--- config.mk ---
export PLATFORM = sky130hd
export DESIGN_NAME = crc_stream_engine
export DESIGN_NICKNAME = d
export VERILOG_FILES = /design/src/rtl/crc_stream_pkg.sv /design/src/rtl/crc_stream_engine_step.sv /design/src/rtl/crc_stream_engine.sv
export SDC_FILE = /design/constraint.sdc
export NUM_CORES = 1
export LEC_CHECK = 0
export BUFFER_PORTS_ARGS = -buffer_cell sky130_fd_sc_hd__buf_4
export CAP_MARGIN = 20
export CORE_MARGIN = 2
export CORE_UTILIZATION = 44
export CTS_BUF_LIST = sky130_fd_sc_hd__clkbuf_16
export CTS_CLUSTER_DIAMETER = 60
export DETAILED_ROUTE_END_ITERATION = 8
export PLACE_DENSITY_LB_ADDON = 0.15
export SYNTH_ARGS = -nofsm -noshare
export SYNTH_HDL_FRONTEND = slang
export SYNTH_SLANG_ARGS = --single-unit
export TNS_END_PERCENT = 5
--- constraint.sdc ---
create_clock -name clk -period 6.4 [get_ports clk]
set_clock_uncertainty 0.15 [all_clocks]
set_input_delay 1.28 -clock clk [delete_from_list [all_inputs] [get_ports clk]]
set_output_delay 1.28 -clock clk [all_outputs]
set_load 0.01 [all_outputs]
--- src/rtl/crc_stream_pkg.sv ---
// Shared types and constants for the streaming CRC engine.
package crc_stream_pkg;

    localparam int unsigned CRC_MAX_W = 32;

    typedef enum logic [1:0] {
        StIdle,
        StBusy,
        StDone
    } state_e;

    // Mask with the low w bits set; used for the all-ones INIT default.
    function automatic logic [CRC_MAX_W-1:0] crc_ones(input int unsigned w);
        logic [CRC_MAX_W-1:0] m;
        m = '0;
        for (int unsigned i = 0; i < CRC_MAX_W; i++) begin
            if (i < w) m[i] = 1'b1;
        end
        return m;
    endfunction

endpackage

--- src/rtl/crc_stream_engine_step.sv ---
// One word of MSB-first serial CRC, unrolled into a single combinational stage.
module crc_step_comb #(
    parameter int unsigned           CRC_W  = 5,
    parameter logic [CRC_W-1:0]      POLY   = 5'h05,
    parameter int unsigned           DATA_W = 64
) (
    input  logic [CRC_W-1:0]  crc_in,
    input  logic [DATA_W-1:0] data,
    output logic [CRC_W-1:0]  crc_nxt
);

    logic [CRC_W-1:0] c;
    logic             fb;

    // Shift every data bit through the LFSR, highest bit first.
    always_comb begin
        c  = crc_in;
        fb = 1'b0;
        for (int unsigned i = 0; i < DATA_W; i++) begin
            fb = c[CRC_W-1] ^ data[DATA_W-1-i];
            c  = (c << 1) ^ (fb ? POLY : '0);
        end
        crc_nxt = c;
    end

endmodule

--- src/rtl/crc_stream_engine.sv ---
// Streaming CRC generator/checker: multi-word frames in, one result handshake out.
module crc_stream_engine
    import crc_stream_pkg::*;
#(
    parameter int unsigned      CRC_W   = 5,
    parameter logic [CRC_W-1:0] POLY    = 5'h05,
    parameter logic [CRC_W-1:0] INIT    = CRC_W'(crc_ones(CRC_W)),
    parameter logic [CRC_W-1:0] XOR_OUT = '0,
    parameter int unsigned      DATA_W  = 64
) (
    input  logic              clk,
    input  logic              rst,
    input  logic              in_valid,
    output logic              in_ready,
    input  logic              in_sop,
    input  logic              in_eop,
    input  logic [DATA_W-1:0] data_in,
    input  logic              chk_en,
    input  logic [CRC_W-1:0]  crc_exp,
    output logic              out_valid,
    input  logic              out_ready,
    output logic [CRC_W-1:0]  crc_out,
    output logic              crc_err,
    output logic              abort
);

    state_e           state_q, state_d;
    logic [CRC_W-1:0] crc_q, crc_d;
    logic [CRC_W-1:0] res_q, res_d;
    logic             chk_q, chk_d;
    logic             err_q, err_d;
    logic             abort_q, abort_d;
    logic             rdy_q;

    logic             accept;
    logic             start;
    logic             cont;
    logic             chk_eff;
    logic [CRC_W-1:0] crc_base;
    logic [CRC_W-1:0] crc_nxt;
    logic [CRC_W-1:0] crc_fin;

    // A sop always restarts from INIT, even inside an open frame.
    assign crc_base = in_sop ? INIT : crc_q;

    crc_step_comb #(
        .CRC_W  (CRC_W),
        .POLY   (POLY),
        .DATA_W (DATA_W)
    ) u_step (
        .crc_in  (crc_base),
        .data    (data_in),
        .crc_nxt (crc_nxt)
    );

    assign in_ready  = rdy_q && ((state_q != StDone) || out_ready);
    assign accept    = in_valid && in_ready;
    assign start     = accept && in_sop;
    assign cont      = accept && !in_sop && (state_q == StBusy);
    assign chk_eff   = start ? chk_en : chk_q;
    assign crc_fin   = crc_nxt ^ XOR_OUT;
    assign out_valid = (state_q == StDone);
    assign crc_out   = res_q;
    assign crc_err   = err_q;
    assign abort     = abort_q;

    // Next-state: frame accumulation, result capture at eop, abort on re-sop.
    always_comb begin
        state_d = state_q;
        crc_d   = crc_q;
        chk_d   = chk_q;
        res_d   = res_q;
        err_d   = err_q;
        abort_d = 1'b0;
        if (start || cont) begin
            crc_d   = crc_nxt;
            abort_d = start && (state_q == StBusy);
            if (start) chk_d = chk_en;
            if (in_eop) begin
                state_d = StDone;
                res_d   = crc_fin;
                err_d   = chk_eff && (crc_fin != crc_exp);
            end else begin
                state_d = StBusy;
            end
        end else if ((state_q == StDone) && out_ready) begin
            state_d = StIdle;
        end
    end

    // State registers; rdy_q holds in_ready low for the first cycle out of reset.
    always_ff @(posedge clk or negedge rst) begin
        if (!rst) begin
            state_q <= StIdle;
            crc_q   <= INIT;
            chk_q   <= 1'b0;
            res_q   <= '0;
            err_q   <= 1'b0;
            abort_q <= 1'b0;
            rdy_q   <= 1'b0;
        end else begin
            state_q <= state_d;
            crc_q   <= crc_d;
            chk_q   <= chk_d;
            res_q   <= res_d;
            err_q   <= err_d;
            abort_q <= abort_d;
            rdy_q   <= 1'b1;
        end
    end

endmodule

[Yosys cells after proc, flatten, opt, wreduce, memory -nomap -nowiden]
Cells that the tools add are included.
Word-level totals
  register bits: 16
  input port bits: 76
  output and inout bits: 9
  logic and storage cells: 222
Operators by class
  eq/ne operators: 4
  mux-type cells: 70
  bitwise gates (word level): 128
  reduce and logical (&&, ||, !) cells: 13
Operators with widths (count)
  $xor A5 B5 Y5: 51
  $mux W3: 64
  $xor A5 B3 Y5: 13
  $xor A1 B1 Y1: 64
  $logic_and A1 B1 Y1: 8
  $mux W2: 3
  $mux W5: 1
  $ne A5 B5 Y1: 1
  $eq A2 B1 Y1 const B: 1
  $eq A2 B2 Y1 const B: 1
  $logic_or A1 B1 Y1: 2
  $mux W1: 2
  $ne A2 B2 Y1 const B: 1
  $reduce_and A2 Y1: 1
  $reduce_bool A2 Y1: 1
  $logic_not A1 Y1: 1

[Logic depth before layout (Yosys ltp)]
  depth after elaboration: 195
  depth in mapped cells: 10
  gate-level depth less buffers: 10

[Modules after synthesis]
A second synthesis with hierarchy kept.
Unflattened totals
  cell total of the unflattened synthesis: 177
  area total of the unflattened synthesis: 2369.8 µm²
Modules (own cells, without submodules)
  crc_step_comb: times used 1, cells each 117, area an instance 1590.3 µm², sequential area each 0.0 µm²
  crc_stream_engine: times used 1, cells each 60, area an instance 779.5 µm², sequential area each 406.6 µm²

[Least setup slack after synthesis]
Ideal clock, no wire load.
  path type: in2reg
  from: input data_in[55]
  to: register err_q, in the netlist crc_err
  setup time: 0.129 ns
  arrival: 3.940 ns
  required time: 6.121 ns
  path slack: 2.181 ns
  stages: 10
  buffers on the path: 0
  cells stage by stage: xnor2_1 xor2_1 xnor3_1 xnor3_1 xnor3_1 xnor2_1 xor2_1 or3_1 a221oi_2 a31oi_1
Between the ends
  cells in the longest elaborated chain, start to end: 96
  elaborated cells on any way between the ends: 162
  those cells by class: eq/ne (1); mux (52); bitwise (108); reduce/logical (1)
Ends and longest elaborated chain
  start: declaration: line crc_stream_engine.sv:17  | input logic [DATA_W-1:0] data_in,
  $xor A1 B1 Y1 *: line crc_stream_engine_step.sv:20  | fb = c[CRC_W-1] ^ data[DATA_W-1-i];
  $mux W3 *: line crc_stream_engine_step.sv:21  | c = (c << 1) ^ (fb ? POLY : '0);
  $xor A5 B5 Y5 * (3 in series): line crc_stream_engine_step.sv:21
  $xor A1 B1 Y1: line crc_stream_engine_step.sv:20
  $mux W3: line crc_stream_engine_step.sv:21
  $xor A5 B5 Y5 * (3 in series): line crc_stream_engine_step.sv:21
  $xor A1 B1 Y1: line crc_stream_engine_step.sv:20
  $mux W3: line crc_stream_engine_step.sv:21
  (+73 left out)
  $xor A1 B1 Y1: line crc_stream_engine_step.sv:20
  $mux W3: line crc_stream_engine_step.sv:21
  $xor A5 B3 Y5 * (3 in series): line crc_stream_engine_step.sv:21
  $xor A1 B1 Y1: line crc_stream_engine_step.sv:20
  $mux W3: line crc_stream_engine_step.sv:21
  $xor A5 B3 Y5 * (2 in series): line crc_stream_engine_step.sv:21
  $ne A5 B5 Y1 *: line crc_stream_engine.sv:82  | err_d = chk_eff && (crc_fin != crc_exp);
  $logic_and A1 B1 Y1 *: line crc_stream_engine.sv:82
  end signal: assignment: line crc_stream_engine.sv:106  | err_q <= err_d;
  end: declaration: line crc_stream_engine.sv:31  | logic err_q, err_d;
Mark *: on every way between the ends. The rest lies on a longest branch, timed or not.
A chain may end at the register's enable or synchronous reset.

[Worst setup path in the final report]
  from: input data_in[56]
  to: register err_q, in the netlist crc_err
Between the ends
  cells in the longest elaborated chain, start to end: 97
  elaborated cells on any way between the ends: 165
  those cells by class: eq/ne (1); mux (53); bitwise (110); reduce/logical (1)
Ends and longest elaborated chain (line)
  $xor A1 B1 Y1 *: crc_stream_engine_step.sv:20
  $mux W3 *: crc_stream_engine_step.sv:21
  $xor A5 B5 Y5 * (3 in series): crc_stream_engine_step.sv:21
  $xor A1 B1 Y1 / $xor A5 B5 Y5 (equally long branches): crc_stream_engine_step.sv:20, crc_stream_engine_step.sv:21
  $mux W3 / $xor A5 B5 Y5 (equally long branches): crc_stream_engine_step.sv:21
  $xor A5 B5 Y5 * (3 in series): crc_stream_engine_step.sv:21
  $xor A1 B1 Y1 / $xor A5 B5 Y5 (equally long branches): crc_stream_engine_step.sv:20, crc_stream_engine_step.sv:21
  $mux W3 / $xor A5 B5 Y5 (equally long branches): crc_stream_engine_step.sv:21
  (+73 left out)
  $xor A1 B1 Y1 / $xor A5 B3 Y5 (equally long branches): crc_stream_engine_step.sv:20, crc_stream_engine_step.sv:21
  $mux W3 / $xor A5 B3 Y5 (equally long branches): crc_stream_engine_step.sv:21
  $xor A5 B3 Y5 * (5 in series): crc_stream_engine_step.sv:21
  $xor A1 B1 Y1 / $xor A5 B3 Y5 (equally long branches): crc_stream_engine_step.sv:20, crc_stream_engine_step.sv:21
  $mux W3 / $xor A5 B3 Y5 (equally long branches): crc_stream_engine_step.sv:21
  $xor A5 B3 Y5 *: crc_stream_engine_step.sv:21
  $ne A5 B5 Y1 *: crc_stream_engine.sv:82
  $logic_and A1 B1 Y1 *: crc_stream_engine.sv:82
Marked as above.

==> flow_summary.json <==
{
  "status": "finished, final reports clean",
  "synth_ff_type": "dfrtp_1",
  "r2r-start": "crc_q[3]",
  "clk_pin_slew_ns": 0.05,
  "syn_nets": 272,
  "post_cts_buffers": 0,
  "setup_viol": 0,
  "start_util_pct": 45.5,
  "die_area_sq_um": 5420,
  "synth_top_area_share_pct": 32.4,
  "synthToLayoutAreaGrowth_pct": 36.0,
  "cp.required_ns": 6.37,
  "vias": 1564,
  "syn_area_per_cell_sq_um": 10.9,
  "clock_path_buffers": 2,
  "wl_um": 4070,
  "worst-r2r-cell-count": 10,
  "io_buffers": 84,
  "finalSetupTns_ns": 0,
  "numCtsBuffers": 3,
  "synth_seq_cells": 16,
  "cts_num_sinks": 16,
  "grt_pass1_wl_um": 6580,
  "reg2reg_to": "crc_err",
  "synthTopCellsByArea": "xnor2_1 32%, xnor3_1 21%, dfrtp_1 13%",
  "min_period_ns": 4.31,
  "synth-edff-count": 0,
  "core_sq_um": 4690,
  "ys_warn_count": 0,
  "yosysTopAreaCell": "xnor2_1",
  "grt_max_degree": 17,
  "syn_area_sq_um": 2130,
  "synthSimpleGateAreaFrac_pct": 5.63,
  "rows": 25,
  "yosys-mux-area-fraction_pct": 1.99,
  "yosys.area_share.adder_pct": 0,
  "setup.worst_path.end_class": "flip-flop",
  "cap_violations": 0,
  "antenna_cells": 0,
  "r2r_slack_ns": 2.91,
  "netlist_instances": 196,
  "hold_class": "reg -> reg",
  "finalHoldViolations": 0,
  "synth_cell_types": 31,
  "synth-xor-area-share_pct": 66.6,
  "ys_seq_area_share_pct": 19.1,
  "finalMaxSlewViolations": 0,
  "worstPathMaxFanout": 3,
  "drive_gt1_share_pct": 36.5,
  "cts_hold_buf": 0,
  "grt_usage_pct": 15.6,
  "drt_first_pass_iters": 4,
  "final_min_period_over_clock_period_pct": 67.3,
  "synth-compound-area-share_pct": 5.45,
  "synth_top_family_by_area": "XOR/XNOR gates",
  "slew_headroom_pct": 53.0,
  "start_kind": "input pin",
  "fmax_mhz": 232,
  "dp_hpwl_um": 3600,
  "drt-initial-drc-count": 49,
  "drtAntennaViolNets": 0,
  "multiInputGateArea_sq_um": 1710,
  "tightest_slew_ns": 0.701,
  "drc": 0,
  "gr-total-overflow": 0,
  "die-width_um": 73.7,
  "hold_depth": 1,
  "cts_tree": "yes",
  "crit_arrival_ns": 4.28,
  "rsz0062_at_grt": "no",
  "crit_type": "in -> reg",
  "ctsHtreeMaxLevel": 1,
  "nFillCells": 404,
  "synth.most_common_cell": "xnor2_1",
  "seq_area_sq_um": 407,
  "gp_congestion": 0.761,
  "cts_repair_resize_count": 0,
  "antenna_found_initial": 0,
  "synth_async_sr_flop_share_pct": 100,
  "synth_commonest_cells": "79 x xnor2_1, 20 x xnor3_1, 17 x xor2_1, 15 x nand2_1",
  "min-delay-start": "state_q[1]",
  "wl_per_cell_um": 12.1,
  "whs_endpoint": "abort",
  "clk_latency_ns": 0.25,
  "nets": 359,
  "fp.dieH_um": 73.7,
  "clockRootBuffer": "clkbuf_16",
  "io-pin-count": 85,
  "vias_per_cell": 4.65,
  "grt_pass1_vias": 1528
}
## worst max-delay path by stage
stage               depth (start not counted)   startpoint      end
global route                               11  data_in[55]  crc_err
global placement                           11  data_in[56]  crc_err
detailed placement                         11  data_in[56]  crc_err
floorplan                                  10  data_in[55]  crc_err
CTS                                        11  data_in[56]  crc_err
finish                                     11  data_in[56]  crc_err
## layout by cell type (no fill, tap or decap), types with 2 or more instances in the layout
master,n
buf_4,84
xnor2_1,79
xnor3_1,20
xor2_1,17
nand2_1,15
o21ai_0,11
dfrtp_1,11
nor2_1,6
inv_1,5
dfstp_2,5
xnor3_2,3
clkbuf_16,3
xnor2_2,2
mux2_2,2
mux2i_1,2
## kinds of logic (layout without fill, tap and decap cells)
group,count (synthesis),in the layout
xor+xnor,122,122
simple gates,28,28
compound gates,19,19
flops,16,16
buf+inv,6,92
mux,4,4
other cells,1,1
## metal layers
metal | wire length, um | up-vias | track usage (%)
li1 | - | 810 | -
met1 | 1840 | 702 | 21.2
met2 | 2000 | 52 | 26.5
met3 | 233 | 0 | 3.29
met4 | 0 | 0 | 1.82
met5 | 0 | - | 0
## sequential cells by signal, summed over array words and instances, names as in the netlist
signal   flops
crc_out      5
crc_q        5
state_q      2
abort        1
chk_q        1
crc_err      1
rdy_q        1
## final cells by class
class	instances	share of cell area, %
repair buffers	84	21.7
clock inverters	1	0.129
multi-input cells	174	58.7
clock buffers	3	2.59
well taps	54	2.33
flip-flops and latches	16	14.0
inverters	4	0.517
## per-stage QoR
stage               hold slack [ns]  setup slack, ns  cells  util (%)  cell area (sq um)
floorplan                     0.301             2.18    196         -               2130
global placement              0.319             1.84    332      60.2               2830
detailed placement            0.322             1.80    332      60.2               2830
CTS                           0.332             2.05    336      61.9               2900
global route                  0.349             1.85    336      61.9               2900
finish                        0.329             2.09    336      61.9               2900
## worst max-delay path, stage by stage
cell,delay (ns)
buf_4,0.12
xnor2_1,0.22
xnor3_1,0.43
xnor3_2,0.45
xnor3_1,0.45
xnor2_1,0.16
xnor2_1,0.27
xnor3_1,0.38
or2_2,0.28
mux2i_1,0.14
a31oi_1,0.10
Power is left out: the tool's default activity adds up to more than one toggle a clock period on the data nets, which glitch-free logic cannot reach.
